## src/rtl/flexbex_ibex_fetch_fifo.sv

```systemverilog
// Realigning instruction fetch FIFO: buffers word-aligned fetch responses and presents
// one PC-aligned candidate instruction per cycle. Optional macro: FETCH_FIFO_BYPASS_EN.
module flexbex_ibex_fetch_fifo #(
    parameter int DEPTH  = 3,
    parameter int ADDR_W = 32
) (
    input  logic              clk,
    input  logic              rst_n,
    input  logic              clear_i,
    input  logic              in_valid_i,
    output logic              in_ready_o,
    input  logic [ADDR_W-1:0] in_addr_i,
    input  logic [31:0]       in_rdata_i,
    output logic              out_valid_o,
    input  logic              out_ready_i,
    output logic [31:0]       out_rdata_o,
    output logic [ADDR_W-1:0] out_addr_o
);

    localparam int CNT_W = $clog2(DEPTH + 1);

    logic [31:0]       entries_q [DEPTH];
    logic [31:0]       entries_d [DEPTH];
    logic [CNT_W-1:0]  count_q, count_d;
    logic [ADDR_W-1:0] pc_q, pc_d;
    logic              seeded_q, seeded_d;

    logic              push;
    logic              pop_fire;
    logic              pop_entry;
    logic              misaligned;
    logic              comp;
    logic              wr;
    logic [CNT_W-1:0]  widx;
    logic [ADDR_W-1:0] pc_cur;
    logic [31:0]       head0;
    logic [CNT_W-1:0]  avail;

    assign in_ready_o = (count_q < CNT_W'(DEPTH));
    assign push       = in_valid_i && in_ready_o;

    // head0/avail describe the word at the front of the stream, which the bypass
    // path may source straight from the input port while the FIFO is empty.
`ifdef FETCH_FIFO_BYPASS_EN
    logic byp;
    assign byp    = (count_q == '0) && in_valid_i && !clear_i;
    assign pc_cur = (byp && !seeded_q) ? in_addr_i : pc_q;
    assign head0  = byp ? in_rdata_i : entries_q[0];
    assign avail  = byp ? CNT_W'(1) : count_q;
`else
    assign pc_cur = pc_q;
    assign head0  = entries_q[0];
    assign avail  = count_q;
`endif

    assign misaligned = pc_cur[1];

    always_comb begin
        out_rdata_o = head0;
        out_valid_o = (avail >= CNT_W'(1));
        if (misaligned) begin
            out_rdata_o[15:0]  = head0[31:16];
            out_rdata_o[31:16] = (avail == CNT_W'(1)) ? 16'h0000 : entries_q[1][15:0];
            out_valid_o        = (avail >= CNT_W'(2)) ||
                                 ((avail >= CNT_W'(1)) && (head0[17:16] != 2'b11));
        end
    end

    assign out_addr_o = pc_cur;
    assign comp       = (out_rdata_o[1:0] != 2'b11);
    assign pop_fire   = out_valid_o && out_ready_i && !clear_i;
    // An aligned compressed instruction leaves the upper halfword still to be consumed.
    assign pop_entry  = pop_fire && (misaligned || !comp);

    always_comb begin
        count_d   = count_q;
        pc_d      = pc_q;
        seeded_d  = seeded_q;
        wr        = 1'b0;
        widx      = '0;
        for (int i = 0; i < DEPTH; i++) begin
            entries_d[i] = entries_q[i];
        end

        if (clear_i) begin
            count_d  = in_valid_i ? CNT_W'(1) : '0;
            seeded_d = in_valid_i;
            wr       = in_valid_i;
            if (in_valid_i) begin
                pc_d = in_addr_i;
            end
        end else begin
            if (pop_entry) begin
                for (int i = 0; i < DEPTH - 1; i++) begin
                    entries_d[i] = entries_q[i + 1];
                end
            end
            count_d = count_q + CNT_W'(push) - CNT_W'(pop_entry);
            // A bypassed word that is fully consumed in its arrival cycle is not stored.
            wr      = push && !((count_q == '0) && pop_entry);
            widx    = count_q - CNT_W'(pop_entry);

            if (pop_fire) begin
                pc_d     = pc_cur + (comp ? ADDR_W'(2) : ADDR_W'(4));
                seeded_d = 1'b1;
            end else if (push && !seeded_q) begin
                pc_d     = in_addr_i;
                seeded_d = 1'b1;
            end
        end

        for (int i = 0; i < DEPTH; i++) begin
            if (wr && (widx == CNT_W'(i))) begin
                entries_d[i] = in_rdata_i;
            end
        end
    end

    always_ff @(posedge clk or negedge rst_n) begin
        if (!rst_n) begin
            count_q  <= '0;
            pc_q     <= '0;
            seeded_q <= 1'b0;
            for (int i = 0; i < DEPTH; i++) begin
                entries_q[i] <= '0;
            end
        end else begin
            count_q  <= count_d;
            pc_q     <= pc_d;
            seeded_q <= seeded_d;
            for (int i = 0; i < DEPTH; i++) begin
                entries_q[i] <= entries_d[i];
            end
        end
    end

endmodule

```

## config.mk

```make
export PLATFORM = sky130hd
export DESIGN_NAME = flexbex_ibex_fetch_fifo
export DESIGN_NICKNAME = d
export VERILOG_FILES = /design/src/rtl/flexbex_ibex_fetch_fifo.sv
export SDC_FILE = /design/constraint.sdc
export NUM_CORES = 1
export LEC_CHECK = 0
export ABC_AREA = 1
export BUFFER_PORTS_ARGS = -buffer_cell sky130_fd_sc_hd__buf_2
export CAP_MARGIN = 25
export CORE_UTILIZATION = 60
export CTS_CLUSTER_DIAMETER = 200
export DETAILED_ROUTE_END_ITERATION = 16
export PLACE_DENSITY = 0.85
export SLEW_MARGIN = 15
export SYNTH_ARGS = -nofsm -noshare
export SYNTH_HDL_FRONTEND = slang
export SYNTH_SLANG_ARGS = --single-unit
```

## constraint.sdc

```tcl
create_clock -name clk -period 5.6 [get_ports clk]
set_clock_uncertainty 0.1 [all_clocks]
set_input_delay 1.12 -clock clk [delete_from_list [all_inputs] [get_ports clk]]
set_output_delay 1.12 -clock clk [all_outputs]
set_load 0.05 [all_outputs]
```

==> results by stage, run 1 <==
Min path:
- The min-delay analysis places its worst path in the category flop to flop.

Power and ir drop:
- IR analysis of the VDD net gives a maximum drop of 0.417 mV.
- The leakage power of the design is 4.86 nW.
- The cell area power density is 592 nW/um2.

Die:
- The die covers 14000 um2.
- The cell row count is 42.
- For this design the top-level I/O count stands at 135.
- In this run the vertical extent of the chip is 118 um.
- The initial cell density of the core is 61.5%.
- In this run the standard cell core region covers 13200 um2.
- The overall die width is 118 um.

Synth:
- A synthesized cell averages 7.18 um2.
- The register area share after synthesis is 40.4%.
- Summed over all instances, the cell type with the most area after synthesis is dfrtp_1.
- The proportion of netlist area held by the largest area contributor is 40.4%.
- Ranked by total cell area, the synthesized netlist is headed by dfrtp_1, nand2_1, inv_1.
- The number of warning messages in the yosys log is 0.
- The flip-flop and latch count after synthesis is 131.
- After synthesis, the netlist uses 37 different library cells.
- The number of nets produced by synthesis is 1204.
- The number of cells produced by synthesis is 1130.
- The synthesized cell area is 8110 um2.

Finish:
- The antenna cell count is 0.
- At the end of the flow, the number of nets in the layout was 1286.
- Leaving out fill and tap cells, the most frequent cell in the layout is nand2_1.
- Leaving out fill and tap cells, the most frequent cells in the layout are nand2_1, inv_1, buf_2.
- Relative to the synthesized area, the layout overhead comes to 14.1%.
- The fraction of final layout cells sized beyond drive strength 1 is 16.1%.

CTS:
- The number of buffers added for setup after CTS is 0.
- The CTS tree is done.
- For the worst-skew pair, the clock arrives at the later sink with an insertion delay of 0.43 ns.
- Gates resized during post-CTS repair numbered 0.
- The maximum level of the CTS H-tree is 4.
- The total clock sinks is 131.
- The maximum buffer depth of the clock tree is 2.
- The cell sitting at the root of the clock tree is a clkbuf_16.
- The number of hold buffers added after CTS is 0.
- After clock tree synthesis, the clock-pin slew on the worst setup and hold paths is 0.06 ns.
- Clock tree synthesis inserted a total of 17 buffers.

Detailed routing:
- Detailed routing inserted a total of 8460 vias.
- The detail-routed via count per cell is 6.05.
- For this block, the routed nets add up to 24400 um of wire.
- The first detailed-routing pass took 7 iterations.
- The post-detailed-route count of antenna-violating nets is 0.
- In the final routed layout, each cell accounts on average for 17.4 um.
- After detailed routing, the number of remaining DRC violations is 0.
- In this run, the number of DRC markers left after iteration 0 of detailed routing was 1127.

Critical path:
- The signal on the critical path passes through buf_4 -> inv_4 -> nand2_1 -> nand3_2 -> nor2_8 -> nand3_2 -> nand3_2 -> nand3_2 -> nand2_1 -> nand2_1 -> inv_1.
- In this design, the critical path's most frequently occurring cell is nand3_2.
- The sort of element at the end of the critical path is a flop.
- The worst path required time is 5.87 ns.
- For the worst setup path, the data arrival time is 4.19 ns.
- The critical path is of the flop to flop type.
- The slowest stage of the critical path belongs to the cell nand3_2.
- Along the worst path, the maximum fanout reaches 37.
- STA classifies the critical path startpoint as a flop.
- The delay of the slowest cell on the worst path is 0.81 ns.

Placed design:
- The HPWL after detailed placement is 15400 um.
- The count of input and output buffers is 134.
- The final RePlAce weighted congestion is 0.901.

Timing:
- Subtracting the final worst setup slack from the clock period gives 3.92 ns.
- The maximum operating frequency is 0.255 GHz.
- After layout, the worst path uses 70.0% of the clock period.
- The total negative slack for setup checks is 0 ns.
- The hold violation total from the final report is 0.
- The final number of max-transition violations is 0.
- The number of failing setup endpoints in the final timing report is 0.
- The pin slew with the least headroom to its limit is 0.849 ns.
- Across all hold checks on the routed design, the worst slack comes to 0.365 ns.
- The worst slew margin relative to its limit is 43.4%.
- Setup repair after global routing left no endpoint under its margin.

Global route:
- Global routing consumed, over all layers together, 36.2% of the routing resources.
- Global routing finished with a remaining overflow of 0.
- The first-pass GRT wire length is 39800 um.
- Entering global routing, the biggest net connects 87 pins.
- The number of global-route vias before repair came to 7786.
- The number of antenna violations at the first check in global routing is 0.

Run status:
- The run finished with clean final reports.

Job:
- The tool flagged a number of max-cap violations equal to 0.
-- area by class of cell --
| type | instances | area, um2 |
|---|---|---|
| well taps | 176 | 220 |
| inverters | 162 | 611 |
| multi-input cells | 753 | 3830 |
| flip-flops and latches | 131 | 3280 |
| fillers | 1086 | 3930 |
| repair buffers | 147 | 774 |
| clock inverters | 6 | 55.1 |
| clock buffers | 24 | 482 |
-- registers in the layout, indices dropped and copies added, names as in the netlist --
| signal | cells |
|---|---|
| entries_q | 64 |
| head0 | 32 |
| out_addr_o | 32 |
| avail | 2 |
| seeded_q | 1 |
-- where the power goes --
group / total, mW / internal (mW) / leakage (nW) / switching, mW
sequential: 1.71 / 1.35 / 1.58 / 0.355
clock: 1.04 / 0.635 / 0.269 / 0.406
combinational: 2.73 / 0.685 / 3.00 / 2.04
total: 5.48 / 2.67 / 4.86 / 2.80
-- final timing paths --
kind,slack [ns],cells past startpoint,start,to
worst max-delay path,1.68,11,avail[0],head0[5]
worst min register to register,0.37,2,entries_q[20],entries_q[20]
worst min-delay path,0.37,2,entries_q[20],entries_q[20]
min in group asynchronous,0.62,1,rst_n,head0[11]
worst max register to register,1.68,11,avail[0],head0[5]
max in group asynchronous,3.57,2,rst_n,entries_q[8]
-- synthesized netlist by cell type --
cell,n
o211ai_1,8
and2_1,1
buf_1,11
o311ai_1,3
inv_2,3
inv_4,1
dfrtp_1,131
nand3_1,94
o21ai_1,3
inv_1,158
a21oi_1,4
buf_6,2
a22oi_1,1
xor2_1,7
nand4_1,70
nor2_1,41
o21ai_0,75
o21a_1,1
fa_1,1
nand3_2,6
nand3b_1,5
ha_1,4
or2_2,8
o221ai_1,1
nor2_8,1
buf_4,7
nand2_2,1
nand2_4,1
and3_1,1
nor3_1,9
nand2_1,334
buf_2,26
o22ai_1,6
xnor2_1,5
nor2_2,1
o311ai_0,61
clkbuf_1,38
-- per-stage QoR --
step	instance area [um2]	cells	util, %	setup WS [ns]	total power, mW
2_1_floorplan	8110	1130	-	1.79	3.70
3_3_place_gp	8720	1369	66.1	1.66	4.31
3_5_place_dp	8720	1369	66.1	1.56	4.38
4_1_cts	9260	1399	70.2	1.77	5.44
5_1_grt	9260	1399	70.2	1.33	5.79
6_report	9260	1399	70.2	1.68	5.48
-- worst max-delay path, delay by kind of cell (launching register included) --
family	cells	cell delay, ns
buffers and inverters	3	0.70
flip-flops	1	0.33
AND/OR/NAND/NOR	8	2.70
-- routing by layer --
| metal | track usage (%) | share of wire, % |
|---|---|---|
| met5 | 0 | 0 |
| met3 | 8.25 | 11 |
| met2 | 56.4 | 46 |
| met4 | 12.3 | 2.3 |
| met1 | 49.8 | 40 |
-- cells by family (layout without fill, tap and decap cells) --
logic type | Yosys count | after routing | share of synthesized area [%]
buf+inv | 246 | 339 | 12.3
fa+ha+maj | 5 | 5 | 0.864
xor+xnor | 12 | 12 | 1.30
simple gates | 573 | 573 | 31.6
compound gates | 163 | 163 | 13.5
flops | 131 | 131 | 40.4
No activity file was read; power rests on OpenSTA's default activity.
==> run 2, diff against run 1 <==
--- a/config.mk
+++ b/config.mk
@@ -5,13 +5,13 @@
 export SDC_FILE = /design/constraint.sdc
 export NUM_CORES = 1
 export LEC_CHECK = 0
-export ABC_AREA = 1
+export ABC_AREA = 0
 export BUFFER_PORTS_ARGS = -buffer_cell sky130_fd_sc_hd__buf_2
 export CAP_MARGIN = 25
-export CORE_UTILIZATION = 60
+export CORE_UTILIZATION = 50
 export CTS_CLUSTER_DIAMETER = 200
 export DETAILED_ROUTE_END_ITERATION = 16
-export PLACE_DENSITY = 0.85
+export PLACE_DENSITY = 0.78
 export SLEW_MARGIN = 15
 export SYNTH_ARGS = -nofsm -noshare
 export SYNTH_HDL_FRONTEND = slang
==> constraint.sdc (replaced) <==
create_clock -name clk -period 3.2 [get_ports clk]
set_clock_uncertainty 0.1 [all_clocks]
set_input_delay 0.64 -clock clk [delete_from_list [all_inputs] [get_ports clk]]
set_output_delay 0.64 -clock clk [all_outputs]
set_load 0.05 [all_outputs]
==> run 2 against run 1 <==
  * Power is 83% higher
  * Synthesized cell count down 44%
  * Via count down 35%
  * Clock-buffer cell count fell by 5
  * Critical endpoint is now out_rdata_o[30]
  * Largest cell class is now registers
  * Highest routed layer unchanged
==> results by stage, run 2 <==
Finish:
- Cells fill 63.8% of the core in the end.
- The library cell used most frequently in the layout, excluding fill and tap cells, is buf_2.
- The top cell types in the final layout, fill and taps aside, are buf_2, dfrtp_1, nor2_1.
- The area added between synthesis and finish is 23.2%.
- The multi-input combinational cells in the finished layout cover a total of 3130 um2.
- The fraction of final layout cells sized beyond drive strength 1 is 31.6%.
- The count of filler cells inserted in the layout is 1001.
- At the end of the flow, the number of nets in the layout was 837.
- More flip-flops sit in one register than any other, and that register is entries_q.
- The flip-flop and latch area is 3280 um2.
- The number of flip-flops under the largest register name is 64.
- Once layout is complete, the cells apart from fillers number 950.

CTS:
- The total clock sinks is 131.
- The clock-pin transition on the worst setup and hold timing paths is 0.06 ns.
- The clock reaches the later pin of the worst-skew pair after 0.42 ns.
- In this run, CTS created clock tree buffers numbering 17.
- The maximum level of the CTS H-tree is 4.
- The CTS tree is done.
- The maximum buffer depth of the clock tree is 2.
- The cell at the root of the clock tree is clkbuf_16.
- The number of hold buffers added after CTS is 0.

Global route:
- After global routing the overflow that remains totals 0.
- The total routing resource utilization after global routing is 25.6%.
- The number of antenna violations at the first check in global routing was 1.
- The number of global-route vias before repair came to 5409.
- The maximum number of pins on one net before global-route repair is 65.
- The first-pass GRT wire length is 26600 um.

Placed design:
- The total placed cells including tap cells is 914.
- Buffers placed on the I/O ports in this run total 134.
- The final RePlAce weighted congestion is 0.855.
- Summed over all nets, the half-perimeter wirelength after detailed placement is 11200 um.

Synth:
- The proportion of netlist area held by the largest area contributor is 49.5%.
- Counting flops with an async set or reset pin after synthesis yields a share of 100%.
- Yosys mapped a number of flops with a built-in enable equal to 0.
- Ranked by total cell area, the synthesized netlist is headed by dfrtp_1, mux2i_1, mux2_2.
- The number of cells produced by synthesis is 638.
- During synthesis, Yosys emitted a total of 0 warnings.
- The mean area per synthesized cell is 10.4 um2.
- In the synthesized netlist, the cells that appear most often are dfrtp_1, nor2_1, a21oi_1, mux2i_1, mux2_2.
- In the synthesized netlist the dominant register cell turns out to be dfrtp_1.
- The most numerous cell in the Yosys netlist is dfrtp_1.
- After synthesis, the netlist uses 52 different library cells.
- The number of nets handed over by synthesis was 712.
- Of all cell types, the one taking the most synthesized area is dfrtp_1.
- After synthesis the cells add up to 6620 um2.
- The register area share after synthesis is 49.5%.
- Synthesis inferred 131 register bits.

Power and ir drop:
- The overall power consumption is 10.0 mW.
- The cell area power density is 1230 nW/um2.
- The worst-case IR drop observed on VDD is 1.03 mV.
- The leakage power of the design is 3.59 nW.

Detailed routing:
- In the final routed layout, each cell accounts on average for 17.6 um.
- The starting DRC count in detailed routing is 524.
- The count of TritonRoute iterations in the first routing pass is 5.
- Across all layers, the routed design uses 5527 vias.
- Using the TritonRoute via totals, the vias-per-cell ratio works out to 5.82.
- After detailed routing, the number of remaining DRC violations is 0.
- The count of nets left with antenna violations once routing finished came out at 0.
- The total routed wirelength is 16700 um.

Timing:
- The maximum operating frequency is 0.347 GHz.
- The hold violation total from the final report was 0.
- Subtracting the final worst setup slack from the clock period gives 2.88 ns.
- In this run the tightest slew margin relative to its limit is 51.0%.
- Dividing the final minimum period by the clock period gives 90.0%.
- The final number of max-transition violations is 0.
- The total negative slack for setup checks is 0 ns.
- Setup repair after global routing left no endpoint under its margin.
- The number of failing setup endpoints in the final timing report is 0.
- On the final layout, the worst hold slack is 0.139 ns.
- The pin slew with the least headroom to its limit is 0.729 ns.

Die:
- The I/O pin count is 135.
- The cell row count is 41.
- The area enclosed by the die boundary is 13700 um2.
- In this run the standard cell core region covers 12800 um2.
- The overall die width is 117 um.
- In this run the vertical extent of the chip is 117 um.
- Once the floorplan was initialized, standard cells occupied 51.8% of the core.

Critical path:
- The data arrival time of the critical path is 2.14 ns.
- The worst path required time is 2.46 ns.
- The nature of the critical path startpoint is a flop.
- Of all nets on the critical path, the largest fanout is 17.
- The sort of element at the end of the critical path is an output port.
- The worst setup path is of the flop to output port kind.

Job:
- Across the run, the number of max-cap violations was 0.

Min path:
- The path category of the worst min-delay check is primary input to asynchronous set/reset pin.

Run status:
- The run finished with clean final reports.
[run 2: cell count changes after synthesis, sizes merged, moves of 52 or more]
| cell | previous run | this run |
|---|---|---|
| o21ai | 78 | 15 |
| nand3 | 100 | 11 |
| inv | 162 | 8 |
| mux2i | 0 | 65 |
| nand2 | 336 | 27 |
| a21oi | 4 | 81 |
| o311ai | 64 | 0 |
| nand4 | 70 | 7 |
| nor2 | 43 | 95 |
[run 2: area by class of cell]
cell class,instances,share of cell area (%)
clock buffers,19,5.55
diodes,2,0.0614
repair buffers,149,10.6
inverters,9,0.414
clock inverters,13,2.13
multi-input cells,455,38.4
well taps,172,2.64
flip-flops and latches,131,40.2
[run 2: per-stage QoR]
stage,setup slack [ns],area (um2)
after floorplan,0.0727,6630
after global placement,0.360,7500
after detailed placement,0.221,7500
after CTS,0.199,8120
after global routing,0.171,8150
final,0.320,8160
[run 2: critical path: stages, from the launching register on]
cell and delay [ns]:
dfrtp_2 0.47, clkinv_1 0.12, buf_4 0.23, a21oi_1 0.15
buf_4 0.27, a22o_1 0.20, buf_2 0.27
[run 2: report_power, final]
group	internal (mW)	switching [mW]	total, mW
logic	1.61	3.27	4.88
registers	2.45	0.667	3.11
clock network	1.28	0.760	2.04
total	5.34	4.70	10.0
[run 2: layer usage]
metal	up-vias	wire length [um]	track usage, %
met5	-	0	0
met4	0	358	12.0
met3	29	1250	6.95
met2	211	8210	42.2
met1	2710	6880	31.5
li1	2577	-	-
[run 2: path summary, 6_finish.rpt]
path	depth (start not counted)	slack, ns	end	from
max	6	0.32	out_rdata_o[30]	out_addr_o[1]
max in group asynchronous	2	2.03	out_addr_o[1]	rst_n
max reg2reg	10	0.42	out_addr_o[20]	out_addr_o[1]
min reg2reg	2	0.38	out_addr_o[0]	out_addr_o[0]
min in group clk	3	0.31	out_addr_o[0]	in_addr_i[0]
min	1	0.14	out_addr_o[31]	rst_n
[run 2: logic make-up (layout without fill, tap and decap cells)]
kind of cell | Yosys count | in the layout | synth area share [%]
AOI/OAI and AO/OA | 152 | 152 | 14.4
xor gates and xnor gates | 2 | 2 | 0.265
adders and majority gates | 5 | 5 | 1.06
buffers and inverters | 52 | 190 | 3.59
DFF | 131 | 131 | 49.5
muxes | 115 | 115 | 18.3
other | 0 | 2 | 0
and+or+nand+nor | 181 | 181 | 12.8
[run 2: timing repair]
action                     in CTS  in global routing
buffers inserted                0                  2
setup endpoints to repair       0                  1
gates resized for setup         0                  0
